### config.mk
export PLATFORM = sky130hd
export DESIGN_NAME = inst_fetch_flat
export DESIGN_NICKNAME = d
export VERILOG_FILES = /design/src/rtl/inst_fetch_pkg.sv /design/src/rtl/inst_fetch_if.sv /design/src/rtl/inst_fetch.sv /design/src/flat_wrapper.sv
export SDC_FILE = /design/constraint.sdc
export NUM_CORES = 1
export LEC_CHECK = 0
export BUFFER_PORTS_ARGS = -buffer_cell sky130_fd_sc_hd__buf_2
export CORE_UTILIZATION = 42
export DETAILED_ROUTE_END_ITERATION = 12
export GPL_TIMING_DRIVEN = 1
export PLACE_DENSITY = 0.8
export SYNTH_ARGS = -nofsm -noshare
export SYNTH_HDL_FRONTEND = slang
export SYNTH_SLANG_ARGS = --single-unit
### constraint.sdc
create_clock -name clk -period 4.6 [get_ports clk]
set_clock_uncertainty 0.15 [all_clocks]
set_input_delay 0.92 -clock clk [delete_from_list [all_inputs] [get_ports clk]]
set_output_delay 0.92 -clock clk [all_outputs]
set_load 0.02 [all_outputs]
### src/rtl/inst_fetch_pkg.sv
// Shared defines for the instruction fetch stage: reset values, stall encoding
// and the fetch FSM state type.
package inst_fetch_pkg;

   localparam logic [31:0] RESET_PC  = 32'h0000_0000;
   localparam logic [31:0] ZeroWord  = 32'h0000_0000;
   localparam logic        Stop      = 1'b1;
   localparam logic        NoStop    = 1'b0;
   localparam logic        RstEnable = 1'b1;

   typedef enum logic [1:0] {
      S_REQ     = 2'd0,
      S_WAIT    = 2'd1,
      S_VALID   = 2'd2,
      S_DISCARD = 2'd3
   } fetch_state_e;

endpackage

### src/rtl/inst_fetch_if.sv
// Instruction memory request/response bus between the fetch stage and memory.
// inst_req/inst_addr form a request that is accepted in any cycle inst_gnt=1;
// inst_rvalid marks inst_rdata valid, one response per accepted request.
interface inst_fetch_if;

   logic        inst_req;
   logic [31:0] inst_addr;
   logic        inst_gnt;
   logic        inst_rvalid;
   logic [31:0] inst_rdata;

   modport master (
      output inst_req,
      output inst_addr,
      input  inst_gnt,
      input  inst_rvalid,
      input  inst_rdata
   );

   modport slave (
      input  inst_req,
      input  inst_addr,
      output inst_gnt,
      output inst_rvalid,
      output inst_rdata
   );

endinterface

### src/rtl/inst_fetch.sv
// Instruction fetch stage: one outstanding memory request at a time, holds the
// fetched word until the pipeline advances, and drops responses killed by flush.
module inst_fetch
   import inst_fetch_pkg::*;
(
   input  logic               clk,
   input  logic               rst,
   input  logic [5:0]         stall,
   input  logic               flush,
   input  logic [31:0]        new_pc,
   input  logic               branch_flag_i,
   input  logic [31:0]        branch_target_address_i,
   inst_fetch_if.master       imem,
   output logic [31:0]        if_pc,
   output logic [31:0]        if_inst,
   output logic               stallreq_if,
   output fetch_state_e       dbg_state
);

   fetch_state_e state_q, state_d;
   logic [31:0]  pc_q, pc_d;
   logic [31:0]  hold_q, hold_d;

   // Only stall[0] concerns this stage; the other bits belong to later stages.
   logic unused_stall;
   assign unused_stall = ^stall[5:1];

   always_ff @(posedge clk) begin
      if (rst == RstEnable) begin
         state_q <= S_REQ;
         pc_q    <= RESET_PC;
         hold_q  <= ZeroWord;
      end else begin
         state_q <= state_d;
         pc_q    <= pc_d;
         hold_q  <= hold_d;
      end
   end

   always_comb begin
      state_d = state_q;
      pc_d    = pc_q;
      hold_d  = hold_q;
      case (state_q)
         S_REQ: begin
            if (flush) begin
               pc_d    = new_pc;
               // A granted request still owes a response that must be dropped.
               state_d = imem.inst_gnt ? S_DISCARD : S_REQ;
            end else if (imem.inst_gnt) begin
               state_d = S_WAIT;
            end
         end
         S_WAIT: begin
            if (flush) begin
               pc_d    = new_pc;
               state_d = imem.inst_rvalid ? S_REQ : S_DISCARD;
            end else if (imem.inst_rvalid) begin
               hold_d  = imem.inst_rdata;
               state_d = S_VALID;
            end
         end
         S_VALID: begin
            if (flush) begin
               pc_d    = new_pc;
               state_d = S_REQ;
            end else if (stall[0] == NoStop) begin
               pc_d    = branch_flag_i ? branch_target_address_i : pc_q + 32'd4;
               state_d = S_REQ;
            end
         end
         S_DISCARD: begin
            if (flush) pc_d = new_pc;
            // Leave once the orphaned response arrives, even if flushed again.
            if (imem.inst_rvalid) state_d = S_REQ;
         end
         default: state_d = S_REQ;
      endcase
   end

   always_comb begin
      imem.inst_req  = 1'b0;
      imem.inst_addr = ZeroWord;
      if_pc          = ZeroWord;
      if_inst        = ZeroWord;
      stallreq_if    = 1'b0;
      if (rst != RstEnable) begin
         imem.inst_req  = (state_q == S_REQ);
         imem.inst_addr = {pc_q[31:2], 2'b00};
         if_pc          = pc_q;
         if_inst        = (state_q == S_VALID) ? hold_q : ZeroWord;
         stallreq_if    = (state_q != S_VALID);
      end
   end

   assign dbg_state = state_q;

endmodule

### src/flat_wrapper.sv
// flat-port wrapper written by rule: the top's interface ports become plain ports
module inst_fetch_flat import inst_fetch_pkg::*;
  (clk, rst, stall, flush, new_pc, branch_flag_i, branch_target_address_i, if_pc, if_inst, stallreq_if, dbg_state, imem_inst_req, imem_inst_addr, imem_inst_gnt, imem_inst_rvalid, imem_inst_rdata);
  inst_fetch_if imem_i ();
  input  logic clk;
  input  logic rst;
  input  logic [5:0] stall;
  input  logic flush;
  input  logic [31:0] new_pc;
  input  logic branch_flag_i;
  input  logic [31:0] branch_target_address_i;
  output logic [31:0] if_pc;
  output logic [31:0] if_inst;
  output logic stallreq_if;
  output fetch_state_e dbg_state;
  output wire logic [$bits(imem_i.inst_req)-1:0] imem_inst_req;
  output wire logic [$bits(imem_i.inst_addr)-1:0] imem_inst_addr;
  input wire logic [$bits(imem_i.inst_gnt)-1:0] imem_inst_gnt;
  input wire logic [$bits(imem_i.inst_rvalid)-1:0] imem_inst_rvalid;
  input wire logic [$bits(imem_i.inst_rdata)-1:0] imem_inst_rdata;
  assign imem_inst_req = imem_i.inst_req;
  assign imem_inst_addr = imem_i.inst_addr;
  assign imem_i.inst_gnt = imem_inst_gnt;
  assign imem_i.inst_rvalid = imem_inst_rvalid;
  assign imem_i.inst_rdata = imem_inst_rdata;
  inst_fetch u_core (.clk(clk), .rst(rst), .stall(stall), .flush(flush), .new_pc(new_pc), .branch_flag_i(branch_flag_i), .branch_target_address_i(branch_target_address_i), .imem(imem_i), .if_pc(if_pc), .if_inst(if_inst), .stallreq_if(stallreq_if), .dbg_state(dbg_state));
endmodule
# Word-level counts from Yosys, hierarchy flattened
# Index checks and enable logic that the tools add are counted.
word_totals:
  ff_bits: 66
  inputBits: 108
  out_inout_bits: 100
  word_cells: 40
classes:
  n_addsub: 1
  n_eq_ne: 9
  mux: 21
  bitwise: 1
  reduce_logical: 5
op_table:
  columns: ["cell", "count"]
  rows:
  - ["2-to-1 mux 32 bit", 8]
  - ["case mux 32 bit (2 select lines)", 1]
  - ["adder 32 x 3 -> 32 bit, second input constant", 1]
  - ["2-to-1 mux 2 bit", 9]
  - ["inequality test 3 bit, second input constant", 3]
  - ["case mux 2 bit (4 select lines)", 1]
  - ["equality test 2 bit, second input constant", 2]
  - ["inequality test 2 bit, second input constant", 2]
  - ["AND reduction 4 bit", 1]
  - ["AND reduction 3 bit", 1]
  - ["OR reduction 3 bit", 1]
  - ["equality test 2 x 1 -> 1 bit, second input constant", 1]
  - ["zero test 2 bit", 1]
  - ["2-to-1 mux 1 bit", 2]
  - ["inequality test 2 x 1 -> 1 bit, second input constant", 1]
  - ["AND reduction 2 bit", 1]
  - ["inverter 1 bit", 1]

# Longest topological paths before layout
logic_depth:
  depth_word: 5
  depth_mapped: 8

# Least setup slack after synthesis
# Ideal clock, no wire load.
synth_timing:
  path_type: "input port to output port"
  from: "in rst"
  to: "out imem_inst_addr[12]"
  arrival_time_ps: 2037
  path_slack_ps: 1493
  path_stages: 5
  path_cell_list: "clkbuf_1 > clkbuf_1 > buf_1 > nor2_1 > buf_4"
synth_between:
  elab_chain_len: 1
synth_lines:
  columns: ["element", "line", "source"]
  rows:
  - ["from (decl)", "flat_wrapper.sv:6", "input logic rst;"]
  - ["2-to-1 mux 32 bit", "inst_fetch.sv:87", "if (rst != RstEnable) begin"]
  - ["to (decl)", "flat_wrapper.sv:17", "output wire logic [$bits(imem_i.inst_addr)-1:0] imem_inst_addr;"]
# No other way between the ends.

# Worst setup path after layout
layout_timing:
  from: "in rst"
  to: "out if_pc[18]"
layout_between:
  elab_chain_len: 1
layout_lines:
  columns: ["element", "line", "source"]
  rows:
  - ["2-to-1 mux 32 bit", "inst_fetch.sv:87", null]
  - ["to (decl)", "flat_wrapper.sv:12", "output logic [31:0] if_pc;"]
# No other way between the ends.

==> results.md <==
- Setup TNS: 0 ns
- Drt pass-1 iters: 5
- Post-synth top area share: 30.40%
- Maximum clock rate: 327.1 MHz
- Vias in the first global route: ~4.4k
- Commonest non-fill, non-tap cell in the layout: buf_2
- Buffers and inverters on the worst path: 3
- Crit end category: primary output
- Tmin final: 3.057 ns
- Rel. slew slack: between 30% and 40%
- First-pass GRT wire length: 21,380 um
- Initial Util: 43.86%
- Final instance area: 5430 um^2
- Cts hold-fix bufs: 0
- Worst path cell trace: buf_4, buf_4, nor2b_1, buf_2
- Placed Area: approximately 5200 um^2
- Drt total wl: 13,120 um
- H-Tree Depth: 3
- Die width: 103.7 um
- GRT Residual Overflow: 0
- Worst-skew pair later-pin latency: 0.35 ns
- Mean post-synth cell area: ~7.3 um^2
- Tightest Pin Transition: 0.9108 ns
- FFs w/ async S/R, synth: 0%
- Share of post-route cells with drive strength above 1: 32.66%
- RSZ-0062 raised after global routing: no
- Number of routed nets with antenna violations: 0
- Final setup fails: 0
- # rows: 36
- Crit-path slowest cell: buf_4
- Synth Register Bits: 66
- DIE AREA: 10,760 um^2
- Syn. warnings: 0
- Vias: ~4.8k
- GRT Overall Usage: 24.13%
- CTS tree: built
- Crit-path leading delay family: buffers and inverters
- Vias per cell: 5.469
- Synth top area cells: dfxtp_1, nand2_1, a21oi_1, buf_4, and2_1
- CP dominant cell by count: buf_4
- I/O pin total: 208
- Post-DP HPWL: 9334 um
- Root buffer cell: clkbuf_8
- Post-layout util: 54.80%
- Core area: 9910 um^2
- Drt drc: 0
- Initial antenna violation count: 0
- Synth Cell Area: 4347 um^2
- Commonest cells after routing, fill and taps aside: buf_2, nand2_1, dfxtp_1
- Final net count: 845
- EDFF count, synth: 0
- Pleak: 0.002420 uW
- Outcome: completed
- Total of max-cap violations: 0
- Synth area leader: dfxtp_1
- Mapped Cells: ~590
- P&R area growth vs syn: 24.93%
- Register area share after synthesis: 30.40%
- Cts bufs inserted: 9
- CTS Buffer Depth: 2
- Final Hold Vio Count: 0
- Period Utilization, post-route: around two thirds
- Setup Crit Path Kind: in2out
- CTS sink count: 66
- Max IR drop VDD: 0.1641 mV
- Final Max Tran Viols: 0
- Wire length per cell: about 15 um
- Final Power: 1542 uW
- Max stage delay on crit path: 0.39 ns
- Synth cell types: 62
- Die height: between 100 and 150 um
- Placer's final routability congestion estimate: 0.8240
- Largest net degree at the start of global routing: 47
- Iter 0 DRT Violations: 246
- Ys flop type: dfxtp_1
- Worst EP arrival: 1.99 ns
- Clock-pin slew on the worst setup and hold paths: 0.08 ns
- Power per cell area: 283.9 nW/um^2
- Postcts setup bufs: 0
- Port bufs: 200
- Worst min-delay path category: reg2reg
- CTS resizes: 0
- CP Data Required Time: about 3.5 ns
- CP Launch Type: input port
- Fill cells: 979
- Crit-path max FO: 45
==> metal layers <==
metal,share of wire (%),up-vias,track usage (%)
met3,9.3,21,6.860
met1,43,2194,29.93
met5,0,-,0
met2,46,224,40.03
met4,1.6,0,8.163
li1,-,2346,-
==> state kept, by name (all words and copies together), names as in the netlist <==
register / flops
u_core.hold_q: 32
u_core.pc_q: 32
u_core.dbg_state: 2
==> cells in the mapped netlist (all sizes together) (2+ instances only) <==
master / instances
nor2b: 28
nor4: 10
o211ai: 4
a22oi: 4
nor3b: 3
nor3: 12
a211o: 2
a221oi: 14
and4: 6
and3: 11
mux2i: 6
nor2: 31
o21ai: 25
and2: 35
nand3: 19
or4b: 3
dfxtp: 66
a21oi: 65
a21o: 2
or3b: 2
xnor2: 6
a2111oi: 3
xor2: 4
a211oi: 8
inv: 9
clkbuf: 27
buf: 52
a31oi: 4
o31ai: 3
o31a: 2
nand2b: 6
nand4: 8
nand2: 93
a221o: 2
==> area by class of cell <==
cell class              count  area [um^2]  area share (%)
well taps                 133        166.4           3.065
clock inverters             7        123.9           2.281
repair buffers            211         1086           20.00
multi-input cells         439         2572           47.37
flip-flops and latches     66         1321           24.33
inverters                   9        33.78          0.6221
clock buffers               9        123.9           2.281
diodes                      1        2.502         0.04608
==> cell families after synthesis <==
kind of cell	after synthesis	synth area share, %
other	1	0.08627
AOI/OAI and AO/OA	151	22.22
xor gates and xnor gates	10	2.015
DFF	66	30.40
and+or+nand+nor	269	32.67
adders and majority gates	1	0.2878
buffers and inverters	88	10.94
muxes	6	1.382
==> where the power goes <==
group	switching [uW]	leakage, uW	total (uW)	internal (uW)
sequential	41.2	0.000539	641	600
clock	247	0.000120	612	365
combinational	171	0.00176	289	118
==> per-stage QoR <==
| stage | setup slack, ns | hold WS [ns] | instances |
|---|---|---|---|
| after global routing | 1.430 | 0.3177 | 874 |
| final | 1.543 | 0.3016 | 875 |
| after detailed placement | 1.425 | 0.2918 | 858 |
| after floorplan | 1.493 | 0.2817 | 593 |
| after global placement | 1.467 | 0.2874 | 858 |
| after CTS | 1.537 | 0.3028 | 874 |
==> tightest hold or removal path, cell delays in order, from the launching register on <==
cell and delay [ns]:
dfxtp_1 0.31, nand2_1 0.05, a21oi_1 0.05
==> worst paths after layout <==
check	slack, ns	end	start	cells after the start
setup reg to reg	2.04	u_core.pc_q[16]	u_core.dbg_state[1]	5
hold / removal	0.30	u_core.hold_q[9]	u_core.hold_q[9]	2
hold reg to reg	0.30	u_core.hold_q[9]	u_core.hold_q[9]	2
setup / recovery	1.54	if_pc[18]	rst	4
Power figures use the tool's default switching activity.
